File: src/rtl/core_hazard_ctrl_pkg.sv
`default_nettype none
// ============================================================================
// Module  : core_hazard_ctrl_pkg
// Purpose : Shared pipeline structures for the core. Holds the hazard FSM
//           state type, the pipeline-register typedefs, the default mul/div
//           occupancy and the load-use hazard predicate.
// Ports   : none (package)
// Revision: 1.0 - initial release
// ============================================================================
package core_hazard_ctrl_pkg;

  // Default number of cycles a mul/div op holds the HI/LO unit.
  localparam int c_MD_LATENCY_DEFAULT = 32;

  typedef enum logic [1:0] {
    RUN       = 2'd0,
    MD_WAIT   = 2'd1,
    EXC_DRAIN = 2'd2
  } hazard_state_t;

  // IF/ID pipeline register contents.
  typedef struct packed {
    logic [31:0] pc;
    logic [31:0] instr;
    logic        valid;
  } if_id_regs_t;

  // ID/EX pipeline register contents.
  typedef struct packed {
    logic [31:0] pc;
    logic [4:0]  rs;
    logic [4:0]  rt;
    logic [4:0]  w_regnum;
    logic        is_load;
    logic        muldiv;
    logic        valid;
  } id_ex_regs_t;

  // A load in EX whose destination is consumed by the instruction in ID.
  // $zero is never a real dependency.
  function automatic logic load_use_hazard(
    input logic       ex_load,
    input logic [4:0] ex_w_regnum,
    input logic [4:0] id_rs,
    input logic [4:0] id_rt,
    input logic       id_b_is_reg
  );
    return ex_load && (ex_w_regnum != 5'd0) &&
           ((ex_w_regnum == id_rs) || (id_b_is_reg && (ex_w_regnum == id_rt)));
  endfunction

endpackage
`default_nettype wire

File: src/rtl/core_hazard_ctrl_md_countdown.sv
`default_nettype none
// ============================================================================
// Module  : md_countdown
// Purpose : Occupancy counter for the mul/div unit. Loads a start value,
//           counts down one per enabled cycle and saturates at zero.
// Ports   : clock, reset        - clock, asynchronous active-high reset
//           i_load, i_load_value - load the counter (wins over decrement)
//           i_dec                - decrement by one, never below zero
//           i_clear              - force the counter to zero (highest priority)
//           o_zero               - counter currently equals zero
// Revision: 1.0 - initial release
// ============================================================================
module md_countdown
  import core_hazard_ctrl_pkg::*;
#(
  parameter int WIDTH = 5
) (
  input  logic             clock,
  input  logic             reset,
  input  logic             i_load,
  input  logic [WIDTH-1:0] i_load_value,
  input  logic             i_dec,
  input  logic             i_clear,
  output logic             o_zero
);

  logic [WIDTH-1:0] r_count;

  always_ff @(posedge clock or posedge reset) begin
    if (reset) begin
      r_count <= '0;
    end else if (i_clear) begin
      r_count <= '0;
    end else if (i_load) begin
      r_count <= i_load_value;
    end else if (i_dec && (r_count != '0)) begin
      r_count <= r_count - WIDTH'(1);
    end
  end

  assign o_zero = (r_count == '0);

endmodule
`default_nettype wire

File: src/rtl/core_hazard_ctrl.sv
`default_nettype none
// ============================================================================
// Module  : core_hazard_ctrl
// Purpose : Pipeline hazard controller. Resolves exceptions/ERET, taken
//           branches, the HI/LO mul/div interlock and load-use hazards into
//           stall, flush and mul/div control for the IF, ID and EX stages.
// Ports   : clock, reset                 - clock, async active-high reset
//           i_id_rs, i_id_rt             - ID source register numbers
//           i_id_B_is_reg                - ID reads rt as a register
//           i_id_muldiv, i_id_reads_hilo - ID starts mul/div / reads HI/LO
//           i_ex_load, i_ex_W_regnum     - EX load flag and destination
//           i_ex_branch_taken            - EX resolved a taken branch/jump
//           i_mem_exception, i_mem_eret  - MEM exception / ERET
//           o_if_stall, o_id_stall       - hold PC+IF / bubble into ID_regs
//           o_id_flush, o_ex_flush       - clear ID / EX pipeline register
//           o_md_start, o_md_abort       - launch / cancel mul/div pulses
//           o_md_busy                    - registered, high in MD_WAIT
//           o_redirect                   - PC takes vector or EPC
// Revision: 1.0 - initial release
// ============================================================================
module core_hazard_ctrl
  import core_hazard_ctrl_pkg::*;
#(
  parameter int MD_LATENCY = c_MD_LATENCY_DEFAULT
) (
  input  logic       clock,
  input  logic       reset,
  input  logic [4:0] i_id_rs,
  input  logic [4:0] i_id_rt,
  input  logic       i_id_B_is_reg,
  input  logic       i_id_muldiv,
  input  logic       i_id_reads_hilo,
  input  logic       i_ex_load,
  input  logic [4:0] i_ex_W_regnum,
  input  logic       i_ex_branch_taken,
  input  logic       i_mem_exception,
  input  logic       i_mem_eret,
  output logic       o_if_stall,
  output logic       o_id_stall,
  output logic       o_id_flush,
  output logic       o_ex_flush,
  output logic       o_md_start,
  output logic       o_md_abort,
  output logic       o_md_busy,
  output logic       o_redirect
);

  localparam int                 c_CNT_W = $clog2(MD_LATENCY);
  localparam logic [c_CNT_W-1:0] c_LOAD  = c_CNT_W'(MD_LATENCY - 1);

  hazard_state_t r_state;
  hazard_state_t w_next_state;
  logic          r_md_busy;

  logic w_load_use;
  logic w_exc;
  logic w_cnt_load;
  logic w_cnt_dec;
  logic w_cnt_clear;
  logic w_cnt_zero;

  logic w_if_stall;
  logic w_id_stall;
  logic w_id_flush;
  logic w_ex_flush;
  logic w_md_start;
  logic w_md_abort;
  logic w_redirect;

  assign w_load_use = load_use_hazard(i_ex_load, i_ex_W_regnum, i_id_rs,
                                      i_id_rt, i_id_B_is_reg);
  assign w_exc      = i_mem_exception | i_mem_eret;

  md_countdown #(
    .WIDTH (c_CNT_W)
  ) u_md_countdown (
    .clock        (clock),
    .reset        (reset),
    .i_load       (w_cnt_load),
    .i_load_value (c_LOAD),
    .i_dec        (w_cnt_dec),
    .i_clear      (w_cnt_clear),
    .o_zero       (w_cnt_zero)
  );

  always_ff @(posedge clock or posedge reset) begin
    if (reset) begin
      r_state   <= RUN;
      r_md_busy <= 1'b0;
    end else begin
      r_state   <= w_next_state;
      r_md_busy <= (w_next_state == MD_WAIT);
    end
  end

  always_comb begin
    w_next_state = r_state;
    w_if_stall   = 1'b0;
    w_id_stall   = 1'b0;
    w_id_flush   = 1'b0;
    w_ex_flush   = 1'b0;
    w_md_start   = 1'b0;
    w_md_abort   = 1'b0;
    w_redirect   = 1'b0;
    w_cnt_load   = 1'b0;
    w_cnt_dec    = 1'b0;
    w_cnt_clear  = 1'b0;

    // Outputs are held low for the whole reset assertion; the registers are
    // already being forced asynchronously.
    if (!reset) begin
      unique case (r_state)
        RUN: begin
          if (w_exc) begin
            w_redirect   = 1'b1;
            w_id_flush   = 1'b1;
            w_ex_flush   = 1'b1;
            w_next_state = EXC_DRAIN;
          end else if (i_ex_branch_taken) begin
            // Flush wins over any stall, including a coincident load-use.
            w_id_flush = 1'b1;
          end else if (w_load_use) begin
            w_if_stall = 1'b1;
            w_id_stall = 1'b1;
          end else if (i_id_muldiv) begin
            w_md_start   = 1'b1;
            w_cnt_load   = 1'b1;
            w_next_state = MD_WAIT;
          end
        end

        MD_WAIT: begin
          w_cnt_dec = 1'b1;
          if (w_exc) begin
            w_redirect   = 1'b1;
            w_id_flush   = 1'b1;
            w_ex_flush   = 1'b1;
            w_md_abort   = 1'b1;
            w_cnt_clear  = 1'b1;
            w_next_state = EXC_DRAIN;
          end else begin
            if (i_ex_branch_taken) begin
              w_id_flush = 1'b1;
            end else if (i_id_muldiv || (i_id_reads_hilo && !w_cnt_zero)) begin
              // A new mul/div waits for the unit to go idle and issues from
              // RUN. A HI/LO read is released in the final busy cycle, when
              // the unit's result is already committed, so it reaches EX
              // just as the state returns to RUN.
              w_if_stall = 1'b1;
              w_id_stall = 1'b1;
            end else if (w_load_use) begin
              w_if_stall = 1'b1;
              w_id_stall = 1'b1;
            end
            if (w_cnt_zero) begin
              w_next_state = RUN;
            end
          end
        end

        EXC_DRAIN: begin
          if (w_exc) begin
            w_redirect   = 1'b1;
            w_id_flush   = 1'b1;
            w_ex_flush   = 1'b1;
            w_next_state = EXC_DRAIN;
          end else begin
            w_id_flush   = 1'b1;
            w_next_state = RUN;
          end
        end

        default: begin
          w_next_state = RUN;
        end
      endcase
    end
  end

  assign o_if_stall = w_if_stall;
  assign o_id_stall = w_id_stall;
  assign o_id_flush = w_id_flush;
  assign o_ex_flush = w_ex_flush;
  assign o_md_start = w_md_start;
  assign o_md_abort = w_md_abort;
  assign o_redirect = w_redirect;
  assign o_md_busy  = r_md_busy;

endmodule
`default_nettype wire

File: config.mk
export PLATFORM = sky130hd
export DESIGN_NAME = core_hazard_ctrl
export DESIGN_NICKNAME = d
export VERILOG_FILES = /design/src/rtl/core_hazard_ctrl_pkg.sv /design/src/rtl/core_hazard_ctrl_md_countdown.sv /design/src/rtl/core_hazard_ctrl.sv
export SDC_FILE = /design/constraint.sdc
export NUM_CORES = 1
export LEC_CHECK = 0
export BUFFER_PORTS_ARGS = -buffer_cell sky130_fd_sc_hd__buf_2
export CORE_MARGIN = 8
export CORE_UTILIZATION = 31
export CTS_CLUSTER_SIZE = 25
export DETAILED_ROUTE_END_ITERATION = 10
export PLACE_DENSITY_LB_ADDON = 0.25
export SLEW_MARGIN = 10
export SYNTH_ARGS = -nofsm -noshare
export SYNTH_HDL_FRONTEND = slang
export SYNTH_SLANG_ARGS = --single-unit
File: constraint.sdc
create_clock -name clock -period 2.7 [get_ports clock]
set_input_delay 0.54 -clock clock [delete_from_list [all_inputs] [get_ports clock]]
set_output_delay 0.54 -clock clock [all_outputs]
set_load 0.01 [all_outputs]
==> summary.md <==
| Metric | Value |
|---|---|
| Fin nets | `147` |
| Remaining DRCs | `0` |
| Static Leak | `0.000450 uW` |
| Final Hold Vio Count | `0` |
| Starting Density | `31.9%` |
| Setup TNS | `0 ps` |
| Num ports | `32` |
| Sequential share of the synthesized area | `28.9%` |
| CTS root buffer | `clkbuf_4` |
| CP cell instances | `inv_1 > ha_1 > nor4b_2 > nor2b_1 > o21ai_0 > o21ai_0 > and3_1 > buf_2` |
| CTS Buf Count | `3` |
| Vias | `719` |
| Grt total ovfl | `0` |
| Pin slew with the least headroom to its limit | `430 ps` |
| Global Route Usage Sum | `9.24%` |
| Routed WL | `1.88 mm` |
| Clock Pin Slew Worst Setup and Hold Paths | `70 ps` |
| Die area | `0.00400 sq mm` |
| Origin of the worst setup path | `u_md_countdown.r_count[0]` |
| Setup crit start kind | `flip-flop` |
| Warnings, synthesis | `0` |
| ANT nets after route | `0` |
| Setup bufs post-CTS | `0` |
| Chip width | `63.2 um` |
| Final Setup Violations | `0` |
| Post-Route Skew | `7.54 ps` |
| Syn Area/Cell | `8.44 sq um` |
| Pwr per Cell Area | `470 mW/mm^2` |
| Worst hold slack | `292 ps` |
| Worst R2R Start | `u_md_countdown.r_count[0]` |
| Antenna violations before repair | `0` |
| Core Rows | `17` |
| Commonest non-fill, non-tap cell in the layout | `buf_2` |
| CTS max path bufs | `2` |
| Distinct cells, synth | `31` |
| Initial DRC Count | `23` |
| Slowest stage delay, CP | `400 ps` |
| Worst Path Required | `2160 ps` |
| TritonCTS clock tree | `yes` |
| Hold/Removal Path Class | `in2async` |
| Most used DFF post-synth | `dfrtp_1` |
| First-pass GRT wire length | `3.06 mm` |
| Most used cell, CP | `o21ai_0` |
| Pre-Repair DR Iteration Count | `4` |
| Status | `finished clean` |
| Max Clk Rate | `0.409 GHz` |
| Die height | `63.2 um` |
| Core area | `0.00217 sq mm` |
| CP max FO | `4` |
| Post-DP HPWL | `1.57 mm` |
| Layout cell share with drive strength beyond 1 | `37.8%` |
| Slowest cell on crit path | `dfrtp_1` |
| Crit path time final | `2440 ps` |
| # Max-Cap Violations | `0` |
| Vias in the first global route | `706` |
| Post-synth EDFFs | `0` |
| Largest net degree at the start of global routing | `13` |
| Post-cts resize count | `0` |
| Flops & latches, synth | `8` |
| Most frequent cells in the layout | `31 x buf_2, 10 x nand2_1, 10 x xnor2_1` |
| Port Buffer Count | `31` |
| Synth Net Count | `108` |
| Area growth from synthesis to layout | `34.0%` |
| Rel. slew slack | `71.2%` |
| Setup crit end kind | `output port` |
| Final Max Tran Viols | `0` |
| Ant diodes | `0` |
| Synth Cell Area | `692 sq um` |
| H-tree depth | `1` |
| Asr flop ratio synth | `100%` |
| Clock sinks | `8` |
| Critical path class | `reg2out` |
| Mapped Cells | `82` |
| Data arrival, critical path | `1900 ps` |
| Vias per cell | `4.89` |
| RSZ-0062 raised after global routing | `no` |
| WL/cell | `12.8 um` |
| Worst VDD drop | `0.213 mV` |
| R2R depth | `8` |
| Placer Congestion | `0.844` |
| Clk_lat worst skew | `270 ps` |
| Final worst path period share | `90.5%` |
| Cts-stage hold buffer count | `0` |
[synth_stat cells, types with 2 or more instances]
cell      count  area [sq um]
nor2_1        6          22.5
dfrtp_1       8           200
o22ai_1       2          12.5
nor3_1        3          15.0
o21ai_0       4          20.0
xnor2_1      10          87.6
and3_1        2          12.5
a21oi_1       3          15.0
o311ai_0      2          17.5
ha_1          2          25.0
nand2_1      10          37.5
o21ai_1       2          10.0
inv_1         5          18.8
nor4_1        3          18.8
buf_4         2          15.0
a211oi_1      2          15.0
a31oi_1       2          12.5
[registers in the layout (all words and copies together) (netlist names)]
register and count:
o_md_busy 1, r_state 2, u_md_countdown.r_count 5
[critical path, delay by kind of cell, from the launching register on]
kind                     cells  cell delay, ps
AND/OR/NAND/NOR              3             560
flip-flops                   1             400
AO/OA/AOI/OAI                2             220
adder cells (fa/ha/maj)      1             190
buffers and inverters        2             270
[cell families (layout without fill, tap and decap cells)]
kind of cell,after synthesis,in the layout,share of synthesized area [%]
simple gates,33,33,26.6
flops,8,8,28.9
fa+ha+maj,2,2,3.62
xor+xnor,10,10,12.7
buf+inv,7,44,4.88
compound gates,22,22,23.3
[power by group]
group | total (uW) | switching [uW] | internal [uW]
Sequential | 179 | 29.8 | 150
Clock | 105 | 53.1 | 51.5
Combinational | 151 | 75.1 | 76.4
[area by class of cell]
class | instances | area (sq um)
clock buffers | 3 | 22.5
fillers | 233 | 1240
inverters | 5 | 18.8
multi-input cells | 67 | 458
flip-flops and latches | 8 | 200
well taps | 28 | 35.0
repair buffers | 36 | 193
[final timing paths]
kind                                                  end  slack, ps
worst max-delay path                           o_if_stall        260
worst min-delay path            u_md_countdown.r_count[3]        290
worst max register to register  u_md_countdown.r_count[0]        840
worst min register to register  u_md_countdown.r_count[1]        560
max in group asynchronous       u_md_countdown.r_count[2]       2250
min in group clock                             r_state[0]        540
[per-stage QoR]
step	power (uW)	worst slack (ps)	utilization (%)	cell area (sq um)	cells
after floorplan	279	469	-	692	82
after global placement	331	341	41.7	905	144
after detailed placement	334	324	41.7	905	144
after CTS	440	242	42.7	927	147
after global routing	468	110	42.7	927	147
final	435	257	42.7	927	147
[metal layers]
layer  vias to the layer above  global-route usage (%)  wire [um]
met5                         -                       0          0
li1                        375                       -          -
met1                       323                    11.2        855
met3                         0                    3.71         81
met2                        21                    14.7        947
met4                         0                    2.51          0
Power figures use the tool's default switching activity.
